$ cat config.mk
export PLATFORM = sky130hd
export DESIGN_NAME = sdram16_bridge
export DESIGN_NICKNAME = d
export VERILOG_FILES = /design/src/rtl/sdram16_bridge.sv
export SDC_FILE = /design/constraint.sdc
export NUM_CORES = 1
export LEC_CHECK = 0
export ABC_AREA = 0
export CORE_AREA = 2 2 105 107
export CTS_CLUSTER_DIAMETER = 80
export DETAILED_ROUTE_END_ITERATION = 8
export DIE_AREA = 0 0 107 109
export PLACE_DENSITY = 0.87
export SYNTH_ARGS = -nofsm -noshare
export SYNTH_HDL_FRONTEND = slang
export SYNTH_SLANG_ARGS = --single-unit
$ cat constraint.sdc
create_clock -name clk -period 2.7 [get_ports clk]
set_input_delay 0.54 -clock clk [delete_from_list [all_inputs] [get_ports clk]]
set_output_delay 0.54 -clock clk [all_outputs]
set_load 0.05 [all_outputs]
$ cat src/rtl/sdram16_bridge.sv
// sdram16_bridge: splits 32-bit PicoRV32 accesses into low/high 16-bit SDRAM requests; SDRAM16_BRIDGE_TIMEOUT_EN adds a per-halfword watchdog
module sdram16_bridge #(
  parameter int SDRAM_ADDRESS_WIDTH = 11,
  parameter int SDRAM_COLUMN_ADDRESS_WIDTH = 8,
  parameter int SDRAM_BANK_BITS = 2,
  parameter int TIMEOUT_CYCLES = 1024,
  localparam int HA = SDRAM_BANK_BITS + SDRAM_ADDRESS_WIDTH + SDRAM_COLUMN_ADDRESS_WIDTH
) (
  input  logic          clk,
  input  logic          nreset,
  input  logic          mem_valid,
  input  logic [31:0]   mem_addr,
  input  logic [31:0]   mem_wdata,
  input  logic [3:0]    mem_wstrb,
  output logic          mem_ready,
  output logic [31:0]   mem_rdata,
  output logic          req_valid,
  input  logic          req_ready,
  output logic [HA-1:0] req_addr,
  output logic          req_nwr,
  output logic [15:0]   req_wdata,
  output logic [1:0]    req_dqm,
  input  logic          rsp_valid,
  input  logic [15:0]   rsp_data,
  output logic          timeout
);
  localparam logic [2:0] IDLE = 3'd0, LO_REQ = 3'd1, LO_WAIT = 3'd2, HI_REQ = 3'd3, HI_WAIT = 3'd4, DONE = 3'd5;
  logic [2:0] state_q, state_d;
  logic [HA-2:0] base_q, base_d;
  logic [31:0] wdata_q, wdata_d, mem_rdata_q, mem_rdata_d;
  logic [3:0] wstrb_q, wstrb_d;
  logic rd_q, rd_d, mem_ready_q, mem_ready_d, req_valid_q, req_valid_d, req_nwr_q, req_nwr_d;
  logic [HA-1:0] req_addr_q, req_addr_d;
  logic [15:0] req_wdata_q, req_wdata_d;
  logic [1:0] req_dqm_q, req_dqm_d;
  logic go_lo, go_hi;
  logic unused_ok;
  assign unused_ok = ^{mem_addr[31:HA+1], mem_addr[1:0], TIMEOUT_CYCLES[0]};
`ifdef SDRAM16_BRIDGE_TIMEOUT_EN
  logic [15:0] cnt_q, cnt_d;
  logic timeout_q, timeout_d;
  logic busy;
  assign busy = state_q inside {LO_REQ, LO_WAIT, HI_REQ, HI_WAIT};
  assign timeout = timeout_q;
`else
  assign timeout = 1'b0;
`endif
  always_comb begin
    state_d = state_q;
    base_d = base_q;
    wdata_d = wdata_q;
    wstrb_d = wstrb_q;
    rd_d = rd_q;
    mem_ready_d = 1'b0;
    mem_rdata_d = mem_rdata_q;
    req_valid_d = req_valid_q;
    req_addr_d = req_addr_q;
    req_nwr_d = req_nwr_q;
    req_wdata_d = req_wdata_q;
    req_dqm_d = req_dqm_q;
    go_lo = 1'b0;
    go_hi = 1'b0;
    case (state_q)
      IDLE: if (mem_valid && !mem_ready_q) begin
        base_d = mem_addr[HA:2];
        wdata_d = mem_wdata;
        wstrb_d = mem_wstrb;
        rd_d = mem_wstrb == 4'b0000;
        go_lo = rd_d || |mem_wstrb[1:0];
        go_hi = !go_lo;
      end
      LO_REQ, HI_REQ: if (req_ready) begin
        req_valid_d = 1'b0;
        state_d = rd_q ? (state_q == LO_REQ ? LO_WAIT : HI_WAIT) : DONE;
        go_hi = !rd_q && state_q == LO_REQ && |wstrb_q[3:2];
      end
      LO_WAIT: if (rsp_valid) begin
        mem_rdata_d[15:0] = rsp_data;
        go_hi = 1'b1;
      end
      HI_WAIT: if (rsp_valid) begin
        mem_rdata_d[31:16] = rsp_data;
        state_d = DONE;
      end
      DONE: begin
        mem_ready_d = 1'b1;
        state_d = IDLE;
      end
      default: state_d = IDLE;
    endcase
    // Launch the next halfword request from the latched (or just-latching) access
    if (go_lo || go_hi) begin
      state_d = go_lo ? LO_REQ : HI_REQ;
      req_valid_d = 1'b1;
      req_addr_d = {base_d, go_hi};
      req_nwr_d = rd_d;
      req_wdata_d = go_hi ? wdata_d[31:16] : wdata_d[15:0];
      req_dqm_d = rd_d ? 2'b00 : ~(go_hi ? wstrb_d[3:2] : wstrb_d[1:0]);
    end
`ifdef SDRAM16_BRIDGE_TIMEOUT_EN
    timeout_d = timeout_q;
    cnt_d = cnt_q + 16'd1;
    if (busy && cnt_q == 16'(TIMEOUT_CYCLES - 1)) begin
      state_d = DONE;
      req_valid_d = 1'b0;
      timeout_d = 1'b1;
      mem_rdata_d = '1;
    end
    if (state_d != state_q) cnt_d = '0;
`endif
  end
  always_ff @(posedge clk or negedge nreset) begin
    if (!nreset) begin
      state_q <= IDLE;
      base_q <= '0;
      wdata_q <= '0;
      wstrb_q <= '0;
      rd_q <= 1'b1;
      mem_ready_q <= 1'b0;
      mem_rdata_q <= '0;
      req_valid_q <= 1'b0;
      req_addr_q <= '0;
      req_nwr_q <= 1'b1;
      req_wdata_q <= '0;
      req_dqm_q <= '0;
    end else begin
      state_q <= state_d;
      base_q <= base_d;
      wdata_q <= wdata_d;
      wstrb_q <= wstrb_d;
      rd_q <= rd_d;
      mem_ready_q <= mem_ready_d;
      mem_rdata_q <= mem_rdata_d;
      req_valid_q <= req_valid_d;
      req_addr_q <= req_addr_d;
      req_nwr_q <= req_nwr_d;
      req_wdata_q <= req_wdata_d;
      req_dqm_q <= req_dqm_d;
    end
  end
`ifdef SDRAM16_BRIDGE_TIMEOUT_EN
  always_ff @(posedge clk or negedge nreset) begin
    if (!nreset) begin
      cnt_q <= '0;
      timeout_q <= 1'b0;
    end else begin
      cnt_q <= cnt_d;
      timeout_q <= timeout_d;
    end
  end
`endif
  assign mem_ready = mem_ready_q;
  assign mem_rdata = mem_rdata_q;
  assign req_valid = req_valid_q;
  assign req_addr = req_addr_q;
  assign req_nwr = req_nwr_q;
  assign req_wdata = req_wdata_q;
  assign req_dqm = req_dqm_q;
endmodule
# After elaboration in Yosys (flattened, before gate mapping)
# Cells that the tools add are included.
[op_classes]
add_sub_neg = 0
mul = 0
n_div = 0
magnitude_cmp = 0
eq_ne = 8
shifts = 0
muxes = 28
n_bitwise = 1
n_reduce_logical = 20
[ops]
columns = ["operator", "count"]
rows = [
  ["two-way mux 32 bit", 2],
  ["two-way mux 20 bit", 2],
  ["two-way mux 16 bit", 1],
  ["two-way mux 3 bit", 5],
  ["two-way mux 1 bit", 11],
  ["case mux 3 bit (3 select lines)", 1],
  ["two-way mux 4 bit", 2],
  ["OR reduction 2 bit", 4],
  ["== test 3 x 2 -> 1 bit, second input constant", 2],
  ["== test 3 bit, second input constant", 2],
  ["two-way mux 2 bit", 3],
  ["inequality test 3 bit, second input constant", 2],
  ["AND reduction 2 bit", 3],
  ["zero test 4 bit", 1],
  ["nonzero test 2 bit", 2],
  ["== test 3 x 1 -> 1 bit, second input constant", 1],
  ["logical AND 1 bit", 3],
  ["zero test 1 bit", 3],
  ["zero test 3 bit", 1],
  ["case mux 1 bit (3 select lines)", 1],
  ["AND reduction 3 bit", 1],
  ["logical OR 1 bit", 2],
  ["inequality test 2 x 1 -> 1 bit, second input constant", 1],
  ["inverter 2 bit", 1],
]
[word_totals]
regBits = 134
latch_bits = 0
ram_bits = 0
mem_bits_ro = 0
input_bits = 89
output_inout_bits = 75
mem_count = 0

# Longest topological paths before layout
[depth]
depth_word = 8
mapped_depth = 8
mapped_depth_nobuf = 4

# Worst setup path after synthesis
# No wires, ideal clock.
[synth_path]
kind = "reg-to-reg"
startpoint = "register mem_ready_q, in the netlist mem_ready"
endpoint = "register req_addr_q[10], in the netlist req_addr[10]"
arrival_ps = 2142
required_ps = 2575
setup_slack_ps = 433
path_stages_with_launch = 8
synth_period_minus_slack_ps = 2267
cell_sequence = "dfrtp_1 or4_4 or2_1 buf_6 buf_6 nand2_2 buf_4 mux2_2"
[synth_between]
elab_chain_len = 5
elab_cells_between_ends = 9
cone_classes = "6 x mux; 3 x reduce/logical"
[synth_rtl]
columns = ["element", "line", "rtl"]
rows = [
  ["start: declaration", "32", "logic rd_q, rd_d, mem_ready_q, mem_ready_d, req_valid_q, req_valid_d, req_nwr_q, req_nwr_d;"],
  ["start signal: assignment", "132", "mem_ready_q <= mem_ready_d;"],
  ["zero test 1 bit *", "64", "IDLE: if (mem_valid && !mem_ready_q) begin"],
  ["logical AND 1 bit *", "64", ""],
  ["two-way mux 1 bit", "64", ""],
  ["case mux 1 bit (3 select lines) / two-way mux 1 bit (equally long branches)", "63", "case (state_q)"],
  ["logical OR 1 bit", "92", "if (go_lo || go_hi) begin"],
  ["end signal: assignment", "135", "req_addr_q <= req_addr_d;"],
  ["end: declaration", "33", "logic [HA-1:0] req_addr_q, req_addr_d;"],
]
# Every way passes the cells marked *; elsewhere a longest branch is shown, timed or not.
# A chain may end at the register's enable or synchronous reset.

# Final worst setup path
[layout_path]
startpoint = "register state_q[2]"
endpoint = "register req_wdata_q[8], in the netlist req_wdata[8]"
[layout_between]
elab_chain_len = 6
elab_cells_between_ends = 13
cone_classes = "3 x eq/ne; 5 x mux; 5 x reduce/logical"
[layout_rtl]
columns = ["element", "line", "rtl"]
rows = [
  ["start: declaration", "28", "logic [2:0] state_q, state_d;"],
  ["start signal: assignment", "127", "state_q <= state_d;"],
  ["== test 3 x 1 -> 1 bit", "63, 75", ""],
  ["logical AND 1 bit (2 in series)", "75", "go_hi = !rd_q && state_q == LO_REQ && |wstrb_q[3:2];"],
  ["two-way mux 1 bit", "72", "LO_REQ, HI_REQ: if (req_ready) begin"],
  ["case mux 1 bit (3 select lines)", "63", ""],
  ["two-way mux 16 bit / logical OR 1 bit (equally long branches)", "97, 92", ""],
  ["end signal: assignment", "137", "req_wdata_q <= req_wdata_d;"],
  ["end: declaration", "34", "logic [15:0] req_wdata_q, req_wdata_d;"],
]
# Parallel ways exist; a longest one is shown, timed or not.

==> out/results.ini <==
[clocking]
post_cts_buffers = 0
cts_sinks = 116
cts_hold_buffers = 1
cts_buffers = 17
htreeDepth = 4
clk_pin_slew_ps = 50
post_cts_resized = 0
clk-insertion-delay-late_ps = 510
clockRootBuffer = clkbuf_8
tritoncts = done
clock_path_buffers = 2

[power]
clkPwrFrac_pct = 19.3
power_density_nw_per_um2 = 1490
power.internal_uw = 6010
power_leakage_uw = 0.00302
power.switching_uw = 4150
pwr-share-comb_pct = 50.9
pwr-share-seq_pct = 29.8
peakVddDrop_v = 0.000842
swShare_pct = 40.8

[placed_design]
hpwl_mm = 7.45
io_buffer_count = 150
place_area_um2 = 6300
gp_congestion = 0.829

[route]
wl_mm = 10.8
wl_per_cell_um = 17.4
vias = 3141
first_iter_violations = 130
viasPerCell = 5.07
first_pass_iters = 4
ant_nets = 0
drc = 0

[timing]
tns_ps = 0
slew_headroom_pct = 57.0
worst_slew_pin_slew_ps = 645
fmax_mhz = 407
setup_viol = 0
fin_crit_sh_pct = 91.0
drv_slew = 0
rsz0062_at_grt = no
clock_skew_ps = 7.50
fin_crit_ps = 2460
hold_violations = 0

[grt]
antenna_found_initial = 0
grt_pass1_wl_mm = 17.4
grt.total_usage_pct = 19.9
grt-ovfl-total = 0
grt_pass1_vias = 3457
grt_max_degree = 53

[logic_synthesis]
synth_area_leader_cell = dfrtp_1
synth_top_area_share_pct = 61.3
syn_inst = 309
ys_seq_area_share_pct = 62.4
syn-num-nets = 398
synth_area_leaders = dfrtp_1 (61%), mux2_2 (18%), mux2_4 (5.2%), a221o_1 (3.4%), and3_1 (2.3%)
synth_area_um2 = 4650
ys_warn_count = 0
synth-seq-cells = 116
yosysUniqueCellTypes = 32
avgSynthCellArea_um2 = 15.1

[floorplanning]
fp.dieH_um = 109
die-area_um2 = 11700
io_pins = 164
start_util_pct = 43.9
die_x_um = 107
core_area_um2 = 10600
row_count = 38

[finish]
area_growth_pct = 46.6
multi_input_area_um2 = 1610
nets = 558
nFillCells = 784
final-seq-area_um2 = 2910
drive_gt1_share_pct = 27.1
post-route-cell-area_um2 = 6820
insertedDiodeCount = 0
final_common_cell = clkdlybuf4s50_1
layout_common_cells = clkdlybuf4s50_1 (149), dfrtp_1 (114), mux2_2 (74)

[worst_setup_path]
reg2reg_depth = 4
endpoint_kind = flip-flop
startpoint_type = flip-flop
cp_max_fo = 16
path_class = reg2reg
crit_arrival_ps = 2900
cp.required_ps = 3140

[run]
drv_cap = 0

[run_status]
status = completed

[hold_path]
hold_depth = 1
min_path_type = reg2reg

==> per-layer routing <==
layer  GRT usage [%]  vias to the layer above  share of wire, %
met2            32.4                      116                50
li1                -                     1446                 -
met4            9.18                        0               2.0
met1            23.7                     1560                41
met5               0                        -                 0
met3            7.05                       19               6.9
==> worst paths after layout <==
path / startpoint / endpoint / slack (ps)
max: state_q[2] / req_wdata[8] / 240
min: base_q[9] / base_q[9] / 490
max in group asynchronous: nreset / wdata_q[26] / 1400
min reg2reg: base_q[9] / base_q[9] / 490
max reg2reg: state_q[2] / req_wdata[8] / 240
min in group asynchronous: nreset / wdata_q[28] / 540
==> synth_stat cells <==
cell type	instances
a21o_1	2
a21oi_1	5
a221o_1	16
a311o_1	1
and3_1	17
buf_1	1
buf_2	2
buf_4	3
buf_6	5
clkbuf_1	8
conb_1	1
dfrtp_1	114
dfstp_2	2
inv_1	3
mux2_2	74
mux2_4	16
mux2i_1	1
nand2_1	9
nand2_2	1
nand3_1	2
nand3b_1	3
nand4bb_1	1
nor2_1	9
nor2b_1	1
nor3_1	2
nor4_1	3
o211ai_1	2
o21ai_0	1
o41a_1	1
o41ai_1	1
or2_1	1
or4_4	1
==> final cells by class <==
type / count / share of cell area (%)
flip-flops and latches: 116 / 42.6
repair buffers: 160 / 23.5
clock buffers: 24 / 6.75
inverters: 3 / 0.165
well taps: 140 / 2.57
clock inverters: 6 / 0.807
multi-input cells: 171 / 23.7
==> critical path: stages (launching register included) <==
cell and delay, ps:
dfrtp_1 460, or4_4 590, nor2_1 440, a21o_1 610, a221o_1 280
==> cells by family (layout without fill, tap and decap cells) <==
kind of cell	count (synthesis)	in the layout	share of synthesized area [%]
and+or+nand+nor	50	50	5.94
other	1	1	0.0806
buffers and inverters	22	193	2.88
muxes	91	91	23.3
DFF	116	116	62.4
AOI/OAI and AO/OA	29	29	5.38
==> through the flow <==
| step | power (µW) | utilization (%) | setup slack, ps | hold slack, ps | cells |
|---|---|---|---|---|---|
| finish | 10200 | 64.3 | 244 | 493 | 620 |
| global route | 10600 | 64.3 | 115 | 502 | 620 |
| CTS | 10300 | 64.3 | 249 | 493 | 620 |
| detailed placement | 8240 | 59.4 | 181 | 470 | 589 |
| global placement | 8070 | 59.4 | 246 | 468 | 589 |
| floorplan | 6570 | - | 433 | 244 | 309 |
==> power groups by stage <==
stage	registers [µW]	clock network, µW	logic (µW)
6_report	3030	1960	5170
5_1_grt	3130	2080	5430
4_1_cts	3040	2000	5220
3_5_place_dp	3050	0	5190
3_3_place_gp	2990	0	5080
2_1_floorplan	4870	0	1700
==> sequential cells by signal, indices dropped and copies added, names as in the netlist, 2 cells and up <==
register,count
base_q,20
mem_rdata,32
req_addr,21
req_dqm,2
req_wdata,16
state_q,3
wdata_q,16
wstrb_q,2
Note: power is estimated with default switching activity, not from simulation.
